## src/rtl/ltl_monitor_pkg.sv

```systemverilog
// Shared types and defaults for the LTL runtime monitor report path.
package ltl_monitor_pkg;

    localparam int LTL_NUM_REPORTS = 4;
    localparam int LTL_IDX_W       = 32;
    localparam int LTL_FIFO_DEPTH  = 8;

    typedef struct packed {
        logic [LTL_NUM_REPORTS-1:0] mask;
        logic [LTL_IDX_W-1:0]       index;
    } report_evt_t;

endpackage

```

## src/rtl/ltl_report_fifo.sv

```systemverilog
// Synchronous event FIFO with a registered head entry, flush, and
// simultaneous push/pop (a push into a full FIFO is taken only if a pop
// happens in the same cycle). There is no empty-FIFO bypass.
module ltl_report_fifo
    import ltl_monitor_pkg::*;
#(
    parameter type T     = report_evt_t,
    parameter int  DEPTH = LTL_FIFO_DEPTH
) (
    input  logic clk,
    input  logic reset,
    input  logic i_flush,
    input  logic i_push,
    input  T     i_din,
    input  logic i_pop,
    output T     o_head,
    output logic o_full,
    output logic o_empty
);

    localparam int AW = $clog2(DEPTH);
    localparam logic [AW:0] PTR_ONE = {{AW{1'b0}}, 1'b1};

    T           r_mem [DEPTH];
    T           r_head;
    logic [AW:0] r_wrPtr;
    logic [AW:0] r_rdPtr;

    logic        w_empty;
    logic        w_full;
    logic        w_pop;
    logic        w_push;
    logic        w_occOne;
    logic [AW:0] w_rdNext;

    assign w_empty  = (r_wrPtr == r_rdPtr);
    assign w_full   = (r_wrPtr[AW] != r_rdPtr[AW]) &&
                      (r_wrPtr[AW-1:0] == r_rdPtr[AW-1:0]);
    assign w_pop    = i_pop && !w_empty;
    assign w_push   = i_push && (!w_full || w_pop);
    assign w_occOne = ((r_wrPtr - r_rdPtr) == PTR_ONE);
    assign w_rdNext = r_rdPtr + PTR_ONE;

    // Storage array; contents are don't-care until the pointers cover them.
    always_ff @(posedge clk) begin
        if (w_push) begin
            r_mem[r_wrPtr[AW-1:0]] <= i_din;
        end
    end

    // Read/write pointers; the extra MSB distinguishes full from empty.
    always_ff @(posedge clk or posedge reset) begin
        if (reset) begin
            r_wrPtr <= '0;
            r_rdPtr <= '0;
        end else if (i_flush) begin
            r_wrPtr <= '0;
            r_rdPtr <= '0;
        end else begin
            if (w_push) r_wrPtr <= r_wrPtr + PTR_ONE;
            if (w_pop)  r_rdPtr <= w_rdNext;
        end
    end

    // Head register: reloads from the next slot on pop, or takes the incoming
    // entry when it becomes the oldest one (empty, or last entry popped).
    always_ff @(posedge clk or posedge reset) begin
        if (reset) begin
            r_head <= '0;
        end else if (i_flush) begin
            r_head <= '0;
        end else if (w_pop) begin
            if (w_occOne) begin
                if (w_push) r_head <= i_din;
            end else begin
                r_head <= r_mem[w_rdNext[AW-1:0]];
            end
        end else if (w_push && w_empty) begin
            r_head <= i_din;
        end
    end

    assign o_head  = r_head;
    assign o_full  = w_full;
    assign o_empty = w_empty;

endmodule

```

## src/rtl/ltl_report_collector.sv

```systemverilog
// Tags automaton report cycles with the index of the offending symbol,
// queues them for a valid/ready consumer and keeps first-violation and
// drop statistics for the CSR layer.
module ltl_report_collector
    import ltl_monitor_pkg::*;
#(
    parameter int NUM_REPORTS = LTL_NUM_REPORTS,
    parameter int FIFO_DEPTH  = LTL_FIFO_DEPTH,
    parameter int IDX_W       = LTL_IDX_W,
    parameter int DROP_W      = 16
) (
    input  logic                   clk,
    input  logic                   reset,
    input  logic                   run,
    input  logic                   clear,
    input  logic [NUM_REPORTS-1:0] report_vec,
    output logic                   evt_valid,
    input  logic                   evt_ready,
    output logic [NUM_REPORTS-1:0] evt_mask,
    output logic [IDX_W-1:0]       evt_index,
    output logic                   violation,
    output logic [NUM_REPORTS-1:0] first_mask,
    output logic [IDX_W-1:0]       first_index,
    output logic                   overflow,
    output logic [DROP_W-1:0]      drop_cnt,
    output logic [IDX_W-1:0]       sym_cnt
);

    // Same layout as report_evt_t, but sized by this instance's parameters.
    typedef struct packed {
        logic [NUM_REPORTS-1:0] mask;
        logic [IDX_W-1:0]       index;
    } evt_t;

    logic                   r_runQ;
    logic [IDX_W-1:0]       r_idxQ;
    logic [IDX_W-1:0]       r_symCnt;
    logic                   r_violation;
    logic [NUM_REPORTS-1:0] r_firstMask;
    logic [IDX_W-1:0]       r_firstIndex;
    logic                   r_overflow;
    logic [DROP_W-1:0]      r_dropCnt;

    logic w_sample;
    logic w_pop;
    logic w_drop;
    logic w_full;
    logic w_empty;
    evt_t w_pushEvt;
    evt_t w_head;

    assign w_sample        = r_runQ && (|report_vec);
    assign w_pop           = !w_empty && evt_ready;
    assign w_drop          = w_sample && w_full && !w_pop;
    assign w_pushEvt.mask  = report_vec;
    assign w_pushEvt.index = r_idxQ;

    ltl_report_fifo #(
        .T     (evt_t),
        .DEPTH (FIFO_DEPTH)
    ) u_fifo (
        .clk     (clk),
        .reset   (reset),
        .i_flush (clear),
        .i_push  (w_sample),
        .i_din   (w_pushEvt),
        .i_pop   (evt_ready),
        .o_head  (w_head),
        .o_full  (w_full),
        .o_empty (w_empty)
    );

    // Symbol bookkeeping: delay run/index by one cycle to line up with the
    // registered report STEs, and count consumed symbols.
    always_ff @(posedge clk or posedge reset) begin
        if (reset) begin
            r_runQ   <= 1'b0;
            r_idxQ   <= '0;
            r_symCnt <= '0;
        end else if (clear) begin
            r_runQ   <= 1'b0;
            r_idxQ   <= '0;
            r_symCnt <= '0;
        end else begin
            r_runQ <= run;
            r_idxQ <= r_symCnt;
            if (run) r_symCnt <= r_symCnt + IDX_W'(1);
        end
    end

    // Sticky first-violation record, captured even if the event is dropped.
    always_ff @(posedge clk or posedge reset) begin
        if (reset) begin
            r_violation  <= 1'b0;
            r_firstMask  <= '0;
            r_firstIndex <= '0;
        end else if (clear) begin
            r_violation  <= 1'b0;
            r_firstMask  <= '0;
            r_firstIndex <= '0;
        end else if (w_sample && !r_violation) begin
            r_violation  <= 1'b1;
            r_firstMask  <= report_vec;
            r_firstIndex <= r_idxQ;
        end
    end

    // Drop statistics: sticky overflow flag and a saturating drop counter.
    always_ff @(posedge clk or posedge reset) begin
        if (reset) begin
            r_overflow <= 1'b0;
            r_dropCnt  <= '0;
        end else if (clear) begin
            r_overflow <= 1'b0;
            r_dropCnt  <= '0;
        end else if (w_drop) begin
            r_overflow <= 1'b1;
            if (r_dropCnt != {DROP_W{1'b1}}) r_dropCnt <= r_dropCnt + DROP_W'(1);
        end
    end

    assign evt_valid   = !w_empty;
    assign evt_mask    = w_head.mask;
    assign evt_index   = w_head.index;
    assign violation   = r_violation;
    assign first_mask  = r_firstMask;
    assign first_index = r_firstIndex;
    assign overflow    = r_overflow;
    assign drop_cnt    = r_dropCnt;
    assign sym_cnt     = r_symCnt;

endmodule

```

## config.mk

```make
export PLATFORM = sky130hd
export DESIGN_NAME = ltl_report_collector
export DESIGN_NICKNAME = d
export VERILOG_FILES = /design/src/rtl/ltl_monitor_pkg.sv /design/src/rtl/ltl_report_fifo.sv /design/src/rtl/ltl_report_collector.sv
export SDC_FILE = /design/constraint.sdc
export NUM_CORES = 1
export LEC_CHECK = 0
export BUFFER_PORTS_ARGS = -buffer_cell sky130_fd_sc_hd__buf_4
export CORE_UTILIZATION = 40
export CTS_CLUSTER_SIZE = 20
export DETAILED_ROUTE_END_ITERATION = 10
export PLACE_DENSITY = 0.61
export SLEW_MARGIN = 20
export SYNTH_ARGS = -nofsm -noshare
export SYNTH_HDL_FRONTEND = slang
export SYNTH_SLANG_ARGS = --single-unit
```

## constraint.sdc

```tcl
create_clock -name clk -period 7.9 [get_ports clk]
set_clock_uncertainty 0.1 [all_clocks]
set_input_delay 0 -clock clk [delete_from_list [all_inputs] [get_ports clk]]
set_output_delay 0 -clock clk [all_outputs]
set_load 0.05 [all_outputs]
```

==> results of run 1 <==
## power breakdown
part / internal, mW / leakage, nW / total (mW) / switching, mW
sequential: 2.57 / 4.65 / 2.65 / 0.0719
clock: 1.34 / 0.776 / 2.26 / 0.921
combinational: 0.360 / 2.39 / 1.10 / 0.736
total: 4.27 / 7.82 / 6.00 / 1.73
## critical path: stages, from the launching register on
cell	delay, ns
dfrtp_1	0.44
ha_4	0.82
buf_4	0.95
mux2i_1	0.28
nand3_1	0.11
nand4_1	0.16
nand3_1	0.08
a32o_1	0.27
## per-layer routing
metal	vias to the layer above	routed length, µm	GRT usage, %
met4	0	1150	6.46
li1	5391	-	-
met5	-	0	0
met1	5932	20900	28.3
met3	79	3800	4.68
met2	444	22000	32.2
## layout by cell type (no fill, tap or decap), drive strengths merged, types with 13 or more instances in the layout
master,netlist,routed
edfxtp,288,288
nand3,195,195
dfrtp,163,163
buf,20,158
mux2i,146,146
clkbuf,71,70
nand2,60,60
nor2,56,56
o21ai,48,48
nand4,46,46
a32o,36,36
a22o,36,36
nor2b,30,30
xnor2,28,28
a21oi,20,20
inv,17,20
clkinv,0,14
nor4,13,13
## per-stage QoR
step	power, mW	utilization, %	worst slack [ns]
2_1_floorplan	3.44	-	2.67
3_3_place_gp	3.79	44.5	4.51
3_5_place_dp	3.79	44.5	4.48
4_1_cts	6.05	48.1	4.45
5_1_grt	6.21	48.1	4.22
6_report	6.00	48.1	4.48
## flip-flops by register name (all words and copies together) (netlist names)
name / flops
first_index: 32
u_fifo.o_head: 36
u_fifo.r_mem: 288
violation: 1
first_mask: 4
r_runQ: 1
u_fifo.r_wrPtr: 4
r_idxQ: 32
sym_cnt: 32
drop_cnt: 16
u_fifo.r_rdPtr: 4
overflow: 1
## kinds of logic (layout without fill, tap and decap cells)
logic type	count (synthesis)	count (layout)	synth area share, %
compound gates	152	152	6.02
mux	148	148	8.02
simple gates	448	448	12.5
xor+xnor	40	40	1.89
fa+ha+maj	8	8	0.581
flops	451	451	68.8
buf+inv	108	274	2.24
## worst max path at each step
stage / startpoint / endpoint / cells past startpoint
3_5_place_dp: u_fifo.r_rdPtr[1] / u_fifo.o_head[5] / 7
4_1_cts: u_fifo.r_rdPtr[1] / u_fifo.o_head[5] / 7
3_3_place_gp: u_fifo.r_rdPtr[1] / u_fifo.o_head[19] / 7
5_1_grt: u_fifo.r_rdPtr[2] / drop_cnt[10] / 8
2_1_floorplan: r_runQ / u_fifo.r_mem[0][0] / 5
6_report: u_fifo.r_rdPtr[1] / u_fifo.o_head[5] / 7
## synth_stat cells, types with 2 or more instances
library cell / instances / area share (%)
edfxtp_1: 288 / 47
nand3_1: 195 / 5.3
dfrtp_1: 163 / 22
mux2i_1: 146 / 7.9
clkbuf_1: 71 / 1.4
nand2_1: 60 / 1.2
nor2_1: 56 / 1.1
o21ai_0: 47 / 1.3
nand4_1: 45 / 1.5
a22o_1: 36 / 1.7
a32o_1: 36 / 1.9
nor2b_1: 30 / 1.0
xnor2_1: 28 / 1.3
a21oi_1: 20 / 0.54
inv_1: 16 / 0.32
nor4_1: 13 / 0.44
buf_1: 12 / 0.24
nor3_1: 12 / 0.32
xor2_1: 12 / 0.57
or3_1: 10 / 0.34
or4_1: 9 / 0.37
buf_2: 8 / 0.22
ha_1: 7 / 0.47
o31ai_1: 6 / 0.24
and3_1: 4 / 0.14
and4_1: 3 / 0.14
nor4b_1: 3 / 0.14
mux2_2: 2 / 0.12
nand2b_1: 2 / 0.068
## final cells by class
cell class,count,area share [%]
clock buffers,70,6.25
clock inverters,21,0.977
well taps,600,3.43
inverters,17,0.314
multi-input cells,796,25.1
repair buffers,166,5.78
flip-flops and latches,451,58.1
## timing repair
item | 4_1_cts | 5_1_grt
buffers inserted | 0 | 0
hold buffers | 8 | 0
hold endpoints to repair | 184 | 0
==> metrics.txt, run 1 <==
R2R Path Start=u_fifo.r_rdPtr[1]; Final setup viols=0; post-route cell area=21,900 µm²; mapped cell area=18,500 µm²; fin cells=2,121; pwr dens=approximately 270 nW/µm²; critical path capture point type=register; Initial Util=40.7%; Row Count=78; Die X=217 µm; I/O Buffers=approximately 130; vias in the first global route=11,917; minimum clock period=3.42 ns; Clk Latency, worst-skew pair=0.58 ns; DRT Wirelength=47,800 µm; drt wl/cell=between 20 and 25 µm; EDFF count, synth=288; Seq/Total Area, Yosys=between 60 and 70%; vias post-DR=11,846; Critical Path Source Type=register; die area=47,100 µm²; Final ANT Viol Nets=0; H-tree levels=2; GRT overflow=0; storage element area=12,700 µm²; final worst-path cycle share=43.3%; flops & latches, synth=451; WP data arrival=3.77 ns; DR DRC count=0; CTS resizes=0; Tightest Pin Transition=1.11 ns; number of vias per cell=5.59; Clock Tree Buf Depth=3; Ys Warns=0; Mapped Avg Cell Area=13.7 µm²; Placer Congestion=~0.77; DRT iter0 DRCs=874; Total Routing Usage GR=20.5%; hold slack=0.0618 ns; Hold Violations, Final=0; Multi-input gate area=5500 µm²; share of layout cells above drive strength 1=16.8%; Area Growth Syn to Fin=18.3%; asr flop ratio synth=36.1%; Die Ht=between 200 and 250 µm; Clock Sinks=451; status=finished, final reports clean; Synth Flop Type=edfxtp_1; peak supply drop=0.000187 V; Mapped Nets=1,372; Inst Count DP=2,022; first-pass GRT wire length=73,300 µm; CTS tree=built; Final Max Tran Viols=0; largest net degree at the start of global routing=108; setup_tns=0 ns; hpwl dp=26,000 µm; CTS clk-pin slew, worst paths=0.06 ns; crit-path max FO=62; core area=45,500 µm²; placed cell area=between 20,000 and 25,000 µm²; reg2reg setup slack=4.48 ns; Top-Level Pins=132; max-cap violations=0; synth unique cells=44; Filler cells=3,994; Cells after Synth=approximately 1,400; Root Driver=clkbuf_16; Max Clk Rate=about 300 MHz; Worst Reg-to-Reg Cells=7; Setup CP Type=reg -> reg; WP data required=8.25 ns; Hold Crit Class=in -> async; P_leak=7.82 nW; final antenna diode count=0; drt first pass iters=5; initial antenna violation count=0; terminus of the critical flop-to-flop path=u_fifo.o_head[5]; Slew HR=26.1%; Nets=1,498; RSZ-0062 raised after global routing=no; Inserted Clock Buffers=49
(Power assumes the default switching activity.)
==> inputs of run 2 (changes only) <==
--- a/config.mk
+++ b/config.mk
@@ -5,11 +5,12 @@
 export SDC_FILE = /design/constraint.sdc
 export NUM_CORES = 1
 export LEC_CHECK = 0
+export ABC_AREA = 1
 export BUFFER_PORTS_ARGS = -buffer_cell sky130_fd_sc_hd__buf_4
 export CORE_UTILIZATION = 40
 export CTS_CLUSTER_SIZE = 20
 export DETAILED_ROUTE_END_ITERATION = 10
-export PLACE_DENSITY = 0.61
+export PLACE_DENSITY = 0.63
 export SLEW_MARGIN = 20
 export SYNTH_ARGS = -nofsm -noshare
 export SYNTH_HDL_FRONTEND = slang
==> constraint.sdc (replaced) <==
create_clock -name clk -period 3.1 [get_ports clk]
set_clock_uncertainty 0.1 [all_clocks]
set_input_delay 0 -clock clk [delete_from_list [all_inputs] [get_ports clk]]
set_output_delay 0 -clock clk [all_outputs]
set_load 0.05 [all_outputs]
==> run 2 against run 1 <==
Net effect:
- the run now ends with DRC left
- sequential power up 150%
- final cell count up 27%
- non-clock buffer count up 13
- count of clock-buffer cells in the layout down 3
- critical path depth up 5
- first-iteration DRC count up 47%
- die area up 3.3%
- sequential share of layout area down 2.2 points
- worst setup slack worse by 4.2 ns
- sequential cell count unchanged
- critical path type unchanged
==> metrics.txt, run 2 <==
status=finished with violations; failing checks=DRC; Placer Congestion=a little under 0.9; max reg flops=~290; Synth top cells by count=607 x nand2_1, 375 x nand3_1, 288 x edfxtp_1, 163 x dfrtp_1, 123 x nor2_1; Seq/Total Area, Yosys=66.5%; CTS tree=built; WP data required=3.25 ns; Area Growth Syn to Fin=19.1%; CTS resizes=0; first-pass GRT wire length=76,700 µm; peak supply drop=0.000381 V; die area=48,700 µm²; max-cap violations=0; minimum clock period=between 2 and 3 ns; hpwl dp=29,700 µm; Clk network pwr share=41.8%; synth unique cells=32; main area contributors after synthesis=edfxtp_1 45%, dfrtp_1 21%, nand2_1 12%, nand3_1 9.8%, nor2_1 2.4%; number of vias per cell=5.21; P_leak=9.46 nW; leading cell types in the layout, fill and taps excluded=605 x nand2_1, 375 x nand3_1, 288 x edfxtp_1; Final Max Tran Viols=0; Mapped Avg Cell Area=9.96 µm²; Nets=2,066; drt first pass iters=8; Die Ht=221 µm; Worst Setup SP=u_fifo.r_rdPtr[2]; Ys Warns=0; critical path capture point type=register; Flop pwr share=45.9%; Total Routing Usage GR=20.6%; internal power=10.5 mW; Inserted Clock Buffers=48; Filler cells=4,338; setup_tns=0 ns; Clock Tree Buf Depth=3; Synth top area share=45.2%; DRT iter0 DRCs=1,282; fin util=around half; DR DRC count=6; mapped cell area=19,100 µm²; Tightest Pin Transition=0.958 ns; commonest non-fill, non-tap cell in the layout=nand2_1; NetSw=3.64 mW; Final setup viols=0; Initial Util=40.8%; most frequent cell after synthesis=nand2_1; drt wl/cell=18.3 µm; H-tree levels=2; vias in the first global route=13,769; combinational share of power=12.3%; crit-path max FO=36; fin cells=roughly 2,700; Synth Flop Type=edfxtp_1; Row Count=slightly below 80; initial antenna violation count=1; Hold-fix buffers, CTS=8; Top-Level Pins=132; largest net degree at the start of global routing=147; R2R Path Start=u_fifo.r_rdPtr[2]; Root Driver=clkbuf_16; asr flop ratio synth=~36%; I/O Buffers=about 130; storage element area=12,700 µm²; flops & latches, synth=451; Inst Count DP=2,598; Worst Reg-to-Reg Cells=12; Slew HR=36.1%; vias post-DR=14,034; RSZ-0062 raised after global routing=no; hold slack=0.0605 ns; Setup CP Type=reg -> reg; pwr dens=622 nW/µm²; Mapped Nets=1,937; Final ANT Viol Nets=0; Cells after Synth=1,920; share of layout cells above drive strength 1=roughly 13%; WP data arrival=2.98 ns; final worst-path cycle share=91.3%; GRT overflow=0; core area=46,900 µm²; leading area contributor after synthesis=edfxtp_1; terminus of the critical flop-to-flop path=u_fifo.r_mem[6][4]; Hold Crit Class=in -> async; EDFF count, synth=288; Clk Latency, worst-skew pair=0.57 ns; DRT Wirelength=49,300 µm; Die X=between 200 and 250 µm; CTS clk-pin slew, worst paths=0.07 ns; Multi-input gate area=approximately 5700 µm²; reg2reg setup slack=about 0.27 ns; final antenna diode count=0; Critical Path Source Type=register; Hold Violations, Final=0; Clock Sinks=about 450; setup repair bufs after CTS=0; sw frac=25.7%; Max Clk Rate=353 MHz
## run 2: per-stage QoR
step | worst slack [ns] | instance area [µm²] | power, mW
6_report | 0.270 | 22800 | 14.2
5_1_grt | 0.0676 | 22800 | 14.7
4_1_cts | 0.287 | 22800 | 14.3
3_5_place_dp | 0.316 | 21100 | 8.38
3_3_place_gp | 0.407 | 21100 | 8.35
2_1_floorplan | -0.601 | 19200 | 7.80
## run 2: layer usage
layer,wire (µm),global-route usage (%)
met5,0,0
met4,1280,7.33
met3,3650,3.08
met2,22700,32.6
met1,21700,28.8
## run 2: power groups by stage
stage                     Sequential [mW]  Combinational (mW)  Clock (mW)
final                                6.51                1.75        5.92
after global routing                 6.52                1.92        6.28
after CTS                            6.51                1.76        6.04
after detailed placement             6.63                1.74           0
after global placement               6.63                1.72           0
after floorplan                      6.80               0.996           0
## run 2: cells by family (layout without fill, tap and decap cells)
group,after synthesis,after routing,share of synthesized area [%]
buf+inv,205,372,4.22
compound gates,86,86,2.31
flops,451,451,66.5
xor+xnor,13,13,0.674
fa+ha+maj,8,8,0.563
simple gates,1157,1157,25.7
## run 2: critical path, cell delays in order, from the launching register on
cell and delay, ns:
dfrtp_2 0.47, inv_1 0.10, ha_1 0.37, nand3_1 0.15
inv_1 0.09, nand2_4 0.08, nand2_2 0.07, nand2_1 0.08
nand2_1 0.15, inv_1 0.17, nand2_2 0.16, nor3_4 0.23
buf_12 0.27
## run 2: final cells by class
cell class	count	area share, %
Sequential cell	451	55.9
Multi-Input combinational cell	1264	25.0
Timing Repair Buffer	179	6.92
Clock buffer	67	5.85
Tap cell	607	3.33
Inverter	105	1.76
Clock inverter	21	1.28
## run 2: worst max-delay path by stage
stage / end / slack, ns / depth (start not counted)
6_report: u_fifo.r_mem[6][4] / 0.27 / 12
3_3_place_gp: u_fifo.r_mem[6][2] / 0.41 / 12
4_1_cts: u_fifo.r_mem[6][12] / 0.29 / 12
5_1_grt: u_fifo.r_mem[6][11] / 0.07 / 12
3_5_place_dp: u_fifo.r_mem[6][9] / 0.32 / 12
2_1_floorplan: u_fifo.r_mem[0][0] / -0.60 / 11
